===== config.mk =====
export PLATFORM = sky130hd
export DESIGN_NAME = ram_arbiter
export DESIGN_NICKNAME = d
export VERILOG_FILES = /design/src/rtl/ram_arbiter.sv
export SDC_FILE = /design/constraint.sdc
export NUM_CORES = 1
export LEC_CHECK = 0
export CORE_ASPECT_RATIO = 1.2
export CORE_MARGIN = 2
export CORE_UTILIZATION = 31
export DETAILED_ROUTE_END_ITERATION = 8
export PLACE_DENSITY = 0.6
export SLEW_MARGIN = 20
export SYNTH_ARGS = -nofsm -noshare
export SYNTH_HDL_FRONTEND = slang
export SYNTH_SLANG_ARGS = --single-unit

===== constraint.sdc =====
create_clock -name clk -period 1.71 [get_ports clk]
set_clock_uncertainty 0.15 [all_clocks]
set_input_delay 0.2565 -clock clk [delete_from_list [all_inputs] [get_ports clk]]
set_output_delay 0.2565 -clock clk [all_outputs]
set_load 0.005 [all_outputs]

===== src/rtl/ram_arbiter.sv =====
`default_nettype none
// ---------------------------------------------------------------------------
// ram_arbiter : SPI command decoder plus round-robin arbiter onto one RAM port
// Rev 1.0
// ---------------------------------------------------------------------------
module ram_arbiter #(
    parameter int ADDR_SIZE = 8,
    parameter int MEM_DEPTH = 256
) (
    input  logic                 clk,
    input  logic                 rst_n,
    input  logic [9:0]           rx_data,
    input  logic                 rx_valid,
    output logic [7:0]           tx_data,
    output logic                 tx_valid,
    input  logic                 host_req,
    input  logic                 host_we,
    input  logic [ADDR_SIZE-1:0] host_addr,
    input  logic [7:0]           host_wdata,
    output logic                 host_gnt,
    output logic                 host_rvalid,
    output logic [7:0]           host_rdata,
    output logic                 mem_en,
    output logic                 mem_we,
    output logic [ADDR_SIZE-1:0] mem_addr,
    output logic [7:0]           mem_wdata,
    input  logic [7:0]           mem_rdata,
    output logic                 spi_overrun,
    output logic                 busy
);

    localparam logic [1:0] c_OP_WR_ADDR = 2'b00;
    localparam logic [1:0] c_OP_RD_ADDR = 2'b10;

    if (MEM_DEPTH != (1 << ADDR_SIZE)) begin : g_depth_check
        $error("ram_arbiter: MEM_DEPTH must equal 2**ADDR_SIZE");
    end

    typedef enum logic [1:0] {
        S_IDLE   = 2'd0,
        S_ISSUE  = 2'd1,
        S_RDWAIT = 2'd2
    } state_t;

    state_t                 r_state;
    logic [ADDR_SIZE-1:0]   r_wr_addr;
    logic [ADDR_SIZE-1:0]   r_rd_addr;
    logic                   r_spi_pend;
    logic                   r_spi_we;
    logic [ADDR_SIZE-1:0]   r_spi_addr;
    logic [7:0]             r_spi_wdata;
    logic                   r_sel_spi;
    logic                   r_last_spi;   // 0 = host granted last (reset value)

    logic                   w_spi_win;
    logic                   w_spi_grant;

    // SPI wins when it is alone or when the host was served last
    assign w_spi_win   = r_spi_pend && (!host_req || !r_last_spi);
    assign w_spi_grant = (r_state == S_IDLE) && w_spi_win;
    assign busy        = (r_state != S_IDLE);

    always_ff @(posedge clk or negedge rst_n) begin
        if (!rst_n) begin
            r_state     <= S_IDLE;
            r_wr_addr   <= '0;
            r_rd_addr   <= '0;
            r_spi_pend  <= 1'b0;
            r_spi_we    <= 1'b0;
            r_spi_addr  <= '0;
            r_spi_wdata <= 8'h00;
            r_sel_spi   <= 1'b0;
            r_last_spi  <= 1'b0;
            tx_data     <= 8'h00;
            tx_valid    <= 1'b0;
            host_gnt    <= 1'b0;
            host_rvalid <= 1'b0;
            host_rdata  <= 8'h00;
            mem_en      <= 1'b0;
            mem_we      <= 1'b0;
            mem_addr    <= '0;
            mem_wdata   <= 8'h00;
            spi_overrun <= 1'b0;
        end else begin
            host_gnt    <= 1'b0;
            tx_valid    <= 1'b0;
            host_rvalid <= 1'b0;
            spi_overrun <= 1'b0;

            case (r_state)
                S_IDLE: begin
                    if (r_spi_pend || host_req) begin
                        mem_en  <= 1'b1;
                        r_state <= S_ISSUE;
                        if (w_spi_win) begin
                            mem_we     <= r_spi_we;
                            mem_addr   <= r_spi_addr;
                            mem_wdata  <= r_spi_wdata;
                            r_spi_pend <= 1'b0;
                            r_sel_spi  <= 1'b1;
                            r_last_spi <= 1'b1;
                        end else begin
                            mem_we     <= host_we;
                            mem_addr   <= host_addr;
                            mem_wdata  <= host_wdata;
                            host_gnt   <= 1'b1;
                            r_sel_spi  <= 1'b0;
                            r_last_spi <= 1'b0;
                        end
                    end
                end
                S_ISSUE: begin
                    mem_en  <= 1'b0;
                    r_state <= mem_we ? S_IDLE : S_RDWAIT;
                end
                S_RDWAIT: begin
                    if (r_sel_spi) begin
                        tx_data  <= mem_rdata;
                        tx_valid <= 1'b1;
                    end else begin
                        host_rdata  <= mem_rdata;
                        host_rvalid <= 1'b1;
                    end
                    r_state <= S_IDLE;
                end
                default: r_state <= S_IDLE;
            endcase

            // Placed after the FSM so a new access overrides a same-cycle grant clear
            if (rx_valid) begin
                case (rx_data[9:8])
                    c_OP_WR_ADDR: r_wr_addr <= rx_data[ADDR_SIZE-1:0];
                    c_OP_RD_ADDR: r_rd_addr <= rx_data[ADDR_SIZE-1:0];
                    default: begin
                        if (r_spi_pend && !w_spi_grant) begin
                            spi_overrun <= 1'b1;
                        end else begin
                            r_spi_pend <= 1'b1;
                            r_spi_we   <= !rx_data[9];
                            r_spi_addr <= rx_data[9] ? r_rd_addr : r_wr_addr;
                            if (!rx_data[9]) begin
                                r_spi_wdata <= rx_data[7:0];
                            end
                        end
                    end
                endcase
            end
        end
    end

endmodule
`default_nettype wire

==> results of run 1 <==
==> worst max-delay path, delay by kind of cell (launching register included) <==
kind	cells	cell delay, ns
mux	1	0.33
compound gates	2	0.58
buf+inv	1	0.16
flops	1	0.42
==> cells by family after synthesis <==
kind of cell | count (synthesis)
mux | 56
buf+inv | 13
compound gates | 24
flops | 75
simple gates | 32
==> worst max-delay path by stage <==
stage | from | to | slack, ns | depth (start not counted)
2_1_floorplan | r_state[0]$_DFFE_PN0P_ | r_spi_wdata[0]$_DFFE_PN0P_ | -0.06 | 3
3_3_place_gp | host_req | r_spi_wdata[0]$_DFFE_PN0P_ | -0.36 | 5
3_5_place_dp | host_req | r_spi_wdata[2]$_DFFE_PN0P_ | -0.38 | 5
4_1_cts | r_state[1]$_DFFE_PN0P_ | r_spi_wdata[2]$_DFFE_PN0P_ | -0.05 | 4
5_1_grt | r_state[1]$_DFFE_PN0P_ | r_spi_wdata[7]$_DFFE_PN0P_ | -0.09 | 4
6_report | r_state[1]$_DFFE_PN0P_ | r_spi_wdata[7]$_DFFE_PN0P_ | -0.05 | 4
==> state kept, by name, indices dropped and copies added (netlist names), 2 cells and up <==
register,cells
host_rdata,8
mem_addr,8
mem_wdata,8
r_rd_addr,8
r_spi_addr,8
r_spi_wdata,8
r_wr_addr,8
tx_data,8
r_state,2
==> synth_stat cells, drive strengths merged <==
cell type and n:
clkbuf 8, nand2b 2, nor3b 2, a22o 1, a211oi 2, o21ai 1
and3 18, nand2 5, buf 1, a221o 17, nand3b 2, o21bai 1
nor2 3, a211o 1, mux2 56, inv 4, dfrtp 75, a21oi 1
==> power breakdown <==
part	switching, mW	leakage [nW]	internal [mW]
Combinational	1.04	0.904	1.93
Sequential	0.399	0.906	2.54
Clock	0.659	0.146	1.20
Total	2.09	1.96	5.67
==> timing repair <==
action,in CTS,in global routing
setup endpoints to repair,9,34
hold buffers,1,0
buffers inserted,1,0
endpoints found under the hold margin,75,0
resized for setup,6,5
pin swaps,1,0
==> area by class of cell <==
| type | count | area (µm²) |
|---|---|---|
| fillers | 850 | 5010 |
| flip-flops and latches | 75 | 1880 |
| multi-input cells | 112 | 1090 |
| repair buffers | 101 | 1020 |
| clock buffers | 13 | 260 |
| well taps | 123 | 154 |
| clock inverters | 2 | 35.0 |
| inverters | 4 | 15.0 |
==> stage by stage <==
stage               utilization  setup TNS [ns]
floorplan                     -          -0.566
global placement          0.433           -9.86
detailed placement        0.433          -10.03
CTS                       0.468          -0.346
global route              0.470          -0.842
finish                    0.470          -0.324
==> per-layer routing <==
| metal | vias up | global-route usage | wire [µm] |
|---|---|---|---|
| met5 | - | 0 | 0 |
| met4 | 0 | 0.0667 | 145 |
| met3 | 9 | 0.0392 | 428 |
| met2 | 61 | 0.212 | 3170 |
| met1 | 986 | 0.158 | 2800 |
| li1 | 950 | - | - |
==> layout by cell type, fill, tap and decap left out, types with 2 or more instances in the layout <==
master,instances
sky130_fd_sc_hd__buf_6,2
sky130_fd_sc_hd__inv_1,4
sky130_fd_sc_hd__clkbuf_8,2
sky130_fd_sc_hd__mux2_4,2
sky130_fd_sc_hd__buf_12,5
sky130_fd_sc_hd__nor2_1,2
sky130_fd_sc_hd__clkbuf_16,9
sky130_fd_sc_hd__nand2_1,5
sky130_fd_sc_hd__buf_4,17
sky130_fd_sc_hd__nand2b_1,2
sky130_fd_sc_hd__clkbuf_1,2
sky130_fd_sc_hd__mux2_2,54
sky130_fd_sc_hd__nand3b_1,2
sky130_fd_sc_hd__dfrtp_1,74
sky130_fd_sc_hd__clkdlybuf4s50_1,75
sky130_fd_sc_hd__and3_1,17
sky130_fd_sc_hd__a221o_1,17
==> results.rst, run 1 <==
.. list-table::
   :header-rows: 1

   * - Metric
     - Value
   * - Status
     - finished with violations
   * - Violations in the final reports
     - negative setup slack
   * - Wire length of the first global-routing pass
     - 10,400 µm
   * - Maximum number of pins on one net before global-route repair
     - 46
   * - Mux cell area share after synthesis
     - 0.211
   * - Number of slew-limit violations in the final report
     - 0
   * - Initial standard-cell utilization of the core
     - 0.315
   * - Final number of hold-violating endpoints
     - 0
   * - Root Buffer
     - sky130_fd_sc_hd__clkbuf_16
   * - IR Drop Worst-Case VDD
     - 0.596 mV
   * - Maximum clock insertion buffer count
     - 2
   * - Number of library cell types mapped by synthesis
     - 20
   * - Initial antenna violation count
     - 0
   * - Fraction of synthesized cell area in xor and xnor cells
     - 0
   * - Data arrival time of the critical path
     - 1.83 ns
   * - Power consumption
     - 7.76 mW
   * - Number of cells produced by synthesis
     - 200
   * - Class of the worst hold path
     - in -> async
   * - Required time at the worst-slack endpoint
     - 1.78 ns
   * - Worst Reg-to-Reg Cells
     - 4
   * - Port Buf Inserts
     - 77
   * - Net count after synthesis
     - 239
   * - Count of antenna-violating nets left after detailed routing
     - 0
   * - Critical path's largest stage delay
     - 0.42 ns
   * - Synth Area in Compound Gates
     - 0.0792
   * - Register-to-register setup slack
     - -0.05 ns
   * - Post-place instance area
     - 0.00410 mm²
   * - Post-detailed-route DRC marker count
     - 0
   * - Proportion of layout cells with a drive suffix above 1
     - 0.329
   * - Destination of the worst register-to-register timing path
     - r_spi_wdata[7]$_DFFE_PN0P_
   * - Global routing usage summed across all routing layers
     - 0.131
   * - Leakage Power
     - 1.96 nW
   * - Site row count
     - 39
   * - Fmax
     - 0.568 GHz
   * - Io pins
     - 78
   * - Power density over cell area
     - 1740 mW/mm²
   * - CP cell instances
     - a211o_4 > a211oi_4 > buf_12 > mux2_2
   * - Placed Cells
     - 413
   * - Layout area overhead
     - 49.2%
   * - Startpoint of the worst-slack reg-to-reg timing path
     - r_state[1]$_DFFE_PN0P_
   * - Slowest stage cell, crit path
     - sky130_fd_sc_hd__dfrtp_2
   * - Combinational family with the most area after synthesis
     - multiplexers
   * - Final worst setup slack
     - -0.0520 ns
   * - Critical path fanouts, max
     - 9
   * - Worst slack at placement
     - -0.384 ns
   * - Total clock buffers created by CTS
     - 9
   * - Type of element launching the critical path
     - flip-flop
   * - TritonCTS clock tree
     - built
   * - Slew at the pin with the worst max-slew slack
     - 0.322 ns
   * - Post-route cell area
     - 0.00445 mm²
   * - Fraction of the cycle the final worst path needs
     - 1.03
   * - Endpoint type of the worst setup path
     - flip-flop
   * - Detailed router's first-iteration violation count
     - 53
   * - Sequential area share after synthesis
     - 0.629
   * - Die X
     - 93.6 µm
   * - Number of H-tree levels
     - 3
   * - Cell Area, Synth
     - 0.00298 mm²
   * - Clk slew on worst S/H paths
     - 0.05 ns
   * - Final Critical Period
     - 1.76 ns
   * - Post-detail-place hpwl
     - 4810 µm
   * - Slew Limit Headroom
     - 0.785
   * - Kind of critical path
     - reg -> reg
   * - Setup-violating endpoint count in the final report
     - 9
   * - Final hold slack
     - 0.171 ns
   * - Number of nets in the layout
     - 342
   * - Adder-cell area share of the yosys netlist
     - 0
   * - Count of max-cap constraint violations
     - 0
   * - Weighted congestion at the end of routability-driven global placement
     - 0.709
   * - Core region area
     - 0.00947 mm²
   * - Vias in the first global route
     - 2,056
   * - Number of standard cells in the final layout excluding fillers
     - 430
   * - Vias
     - 2,006
   * - Detailed-routing iteration count for the pre-antenna-repair pass
     - 4
   * - RSZ-0062 raised after global routing
     - true
   * - Number of clock sinks
     - 75
   * - Residual overflow from global routing
     - 0
   * - Fraction of synthesized cell area taken by the top area cell type
     - 0.629
   * - Post-synthesis share of cell area spent on and, or, nand and nor gates
     - 0.0637
   * - Clock Latency Late Sink
     - 0.33 ns
   * - #FFs+latches synth
     - 75
   * - Ys Warns
     - 0
   * - Via-to-Cell Ratio
     - 4.67
   * - Cell accounting for the most synthesized area
     - sky130_fd_sc_hd__dfrtp_1
   * - Wire per inst
     - 15.2 µm
   * - Total Routed Length
     - 6540 µm
   * - Die area
     - 0.0104 mm²
   * - Mean area per synthesized cell
     - 14.9 µm²
   * - Number of antenna cells inserted
     - 0
   * - Height of the die
     - 111 µm
   * - Leading cell types by total area after synthesis
     - sky130_fd_sc_hd__dfrtp_1 63%, sky130_fd_sc_hd__mux2_2 21%, sky130_fd_sc_hd__a221o_1 5.7%
Note: power is estimated with default switching activity, not from simulation.
==> inputs of run 2 (changes only) <==
CTS_CLUSTER_DIAMETER = 30   (was unset)
==> results of run 2 <==
The final DEF is identical to that of run 1; final timing and power are the same.
==> inputs of run 3 (changes only) <==
CORE_MARGIN = 3   (was 2)
CORE_UTILIZATION = 43   (was 31)
PLACE_DENSITY = 0.78   (was 0.6)
==> results.rst, run 3 (synthesis results as in run 1) <==
.. list-table::
   :header-rows: 1

   * - Metric
     - Value
   * - Final core utilization
     - 0.665
   * - Initial antenna violation count
     - 0
   * - Final Critical Period
     - 1.78 ns
   * - Leakage Power
     - 1.93 nW
   * - Destination of the worst register-to-register timing path
     - r_spi_wdata[7]$_DFFE_PN0P_
   * - Startpoint of the worst-slack reg-to-reg timing path
     - r_state[1]$_DFFE_PN0P_
   * - Portion of total power attributed to sequential cells
     - 0.386
   * - Clk slew on worst S/H paths
     - 0.08 ns
   * - Total Routed Length
     - 6680 µm
   * - Wire per inst
     - 17.0 µm
   * - Leading cell type in the layout, fill and taps excluded
     - sky130_fd_sc_hd__clkdlybuf4s50_1
   * - Global routing usage summed across all routing layers
     - 0.177
   * - Fraction of the cycle the final worst path needs
     - 1.04
   * - Core region area
     - 0.00657 mm²
   * - IR Drop Worst-Case VDD
     - 0.793 mV
   * - Setup-violating endpoint count in the final report
     - 10
   * - Proportion of layout cells with a drive suffix above 1
     - 0.338
   * - Class of the worst hold path
     - in -> async
   * - Total clock buffers created by CTS
     - 9
   * - Status
     - finished with violations
   * - Post-route cell area
     - 0.00437 mm²
   * - Data arrival time of the critical path
     - 1.86 ns
   * - Global-route track usage on met1
     - 0.220
   * - Global routing's busiest layer
     - met2
   * - Critical path fanouts, max
     - 9
   * - Root Buffer
     - sky130_fd_sc_hd__clkbuf_8
   * - Number of slew-limit violations in the final report
     - 0
   * - Maximum clock insertion buffer count
     - 2
   * - Number of H-tree levels
     - 3
   * - Worst Reg-to-Reg Cells
     - 4
   * - Die area
     - 0.00798 mm²
   * - Clock Latency Late Sink
     - 0.34 ns
   * - Met2 Track Usage GR
     - 0.291
   * - Maximum number of pins on one net before global-route repair
     - 76
   * - Switching Share
     - 0.280
   * - Violations in the final reports
     - negative setup slack
   * - Startpoint of the worst setup timing path
     - r_state[1]$_DFFE_PN0P_
   * - Number of clock sinks
     - 75
   * - Post-detail-place hpwl
     - 4880 µm
   * - Kind of critical path
     - reg -> reg
   * - Met3 Usage GRT
     - 0.0631
   * - Post-detailed-route DRC marker count
     - 0
   * - Via-to-Cell Ratio
     - 5.14
   * - Register-to-register setup slack
     - -0.07 ns
   * - Detailed router's first-iteration violation count
     - 141
   * - RSZ-0062 raised after global routing
     - true
   * - Wire length of the first global-routing pass
     - 10,700 µm
   * - Power density over cell area
     - 1740 mW/mm²
   * - Post-place instance area
     - 0.00406 mm²
   * - Portion of total power attributed to the clock network
     - 0.218
   * - Number of standard cells in the final layout excluding fillers
     - 393
   * - Combinational share of power
     - 0.396
   * - Cell-internal power
     - 5.47 mW
   * - Placed Cells
     - 375
   * - Count of antenna-violating nets left after detailed routing
     - 0
   * - Count of max-cap constraint violations
     - 0
   * - Height of the die
     - 97.3 µm
   * - TritonCTS clock tree
     - built
   * - Site row count
     - 32
   * - Endpoint type of the worst setup path
     - flip-flop
   * - Total negative slack for setup checks
     - -0.566 ns
   * - Type of element launching the critical path
     - flip-flop
   * - Number of antenna cells inserted
     - 0
   * - Vias
     - 2,020
   * - Initial standard-cell utilization of the core
     - 0.454
   * - Slew Limit Headroom
     - 0.741
   * - Layout area overhead
     - 46.3%
   * - Die X
     - 82.0 µm
   * - Port Buf Inserts
     - 77
   * - Vias in the first global route
     - 2,151
   * - Io pins
     - 78
   * - Fmax
     - 0.562 GHz
   * - Required time at the worst-slack endpoint
     - 1.79 ns
   * - Residual overflow from global routing
     - 0
   * - Switch Pwr
     - 2.12 mW
   * - Number of nets in the layout
     - 342
   * - Leading cell types in the layout, fill and taps excluded
     - 75 x sky130_fd_sc_hd__clkdlybuf4s50_1, 74 x sky130_fd_sc_hd__dfrtp_1, 55 x sky130_fd_sc_hd__mux2_2
   * - Detailed-routing iteration count for the pre-antenna-repair pass
     - 4
   * - Weighted congestion at the end of routability-driven global placement
     - 0.728
   * - Final number of hold-violating endpoints
     - 0
   * - Final worst setup slack
     - -0.0706 ns
   * - Slew at the pin with the worst max-slew slack
     - 0.389 ns
==> run 3: repair_timing <==
action | 4_1_cts | 5_1_grt
hold buffers | 1 | 0
setup endpoints to repair | 13 | 34
gates resized for setup | 7 | 2
setup buffers | 1 | 0
hold endpoints to repair | 75 | 0
pin swaps | 2 | 3
gates cloned | 0 | 0
==> run 3: layer usage <==
metal | up-vias | routed length [µm]
met2 | 62 | 3340
met4 | 0 | 72
met5 | - | 0
met1 | 999 | 2750
met3 | 8 | 526
li1 | 951 | -
==> run 3: cell type report <==
cell class                 instances  area [µm²]
clock buffer                      10         138
clock inverter                     6         113
fill                             489        2200
inverter                           4        15.0
multi-input combinational        112        1090
sequential                        75        1880
tap                               85         106
timing repair buffer             101        1030
==> run 3: critical path: stages, from the launching register on <==
cell                       delay (ns)
sky130_fd_sc_hd__dfrtp_2         0.43
sky130_fd_sc_hd__a211o_4         0.34
sky130_fd_sc_hd__a211oi_4        0.25
sky130_fd_sc_hd__buf_12          0.16
sky130_fd_sc_hd__mux2_2          0.32
==> run 3: power groups by stage <==
stage	clock (mW)	sequential [mW]	combinational, mW
4_1_cts	1.68	2.93	3.03
3_3_place_gp	0	2.92	2.85
2_1_floorplan	0	2.93	1.33
5_1_grt	1.78	3.01	3.28
6_report	1.65	2.93	3.01
3_5_place_dp	0	2.96	2.95
==> run 3: worst max path at each step <==
stage                                 end  cells after the start  slack (ns)
2_1_floorplan  r_spi_wdata[0]$_DFFE_PN0P_                      3       -0.06
3_3_place_gp   r_spi_wdata[4]$_DFFE_PN0P_                      5       -0.35
5_1_grt                              busy                      4       -0.11
4_1_cts        r_spi_wdata[7]$_DFFE_PN0P_                      4       -0.09
3_5_place_dp   r_spi_wdata[0]$_DFFE_PN0P_                      5       -0.39
6_report       r_spi_wdata[7]$_DFFE_PN0P_                      4       -0.07
==> run 3: per-stage QoR <==
stage               hold slack, ns  power (mW)  setup WS [ns]
floorplan                   -0.189        4.26        -0.0572
global placement             0.152        5.78         -0.349
detailed placement           0.152        5.91         -0.392
CTS                          0.312        7.65        -0.0917
global route                 0.332        8.07         -0.109
finish                       0.316        7.60        -0.0706
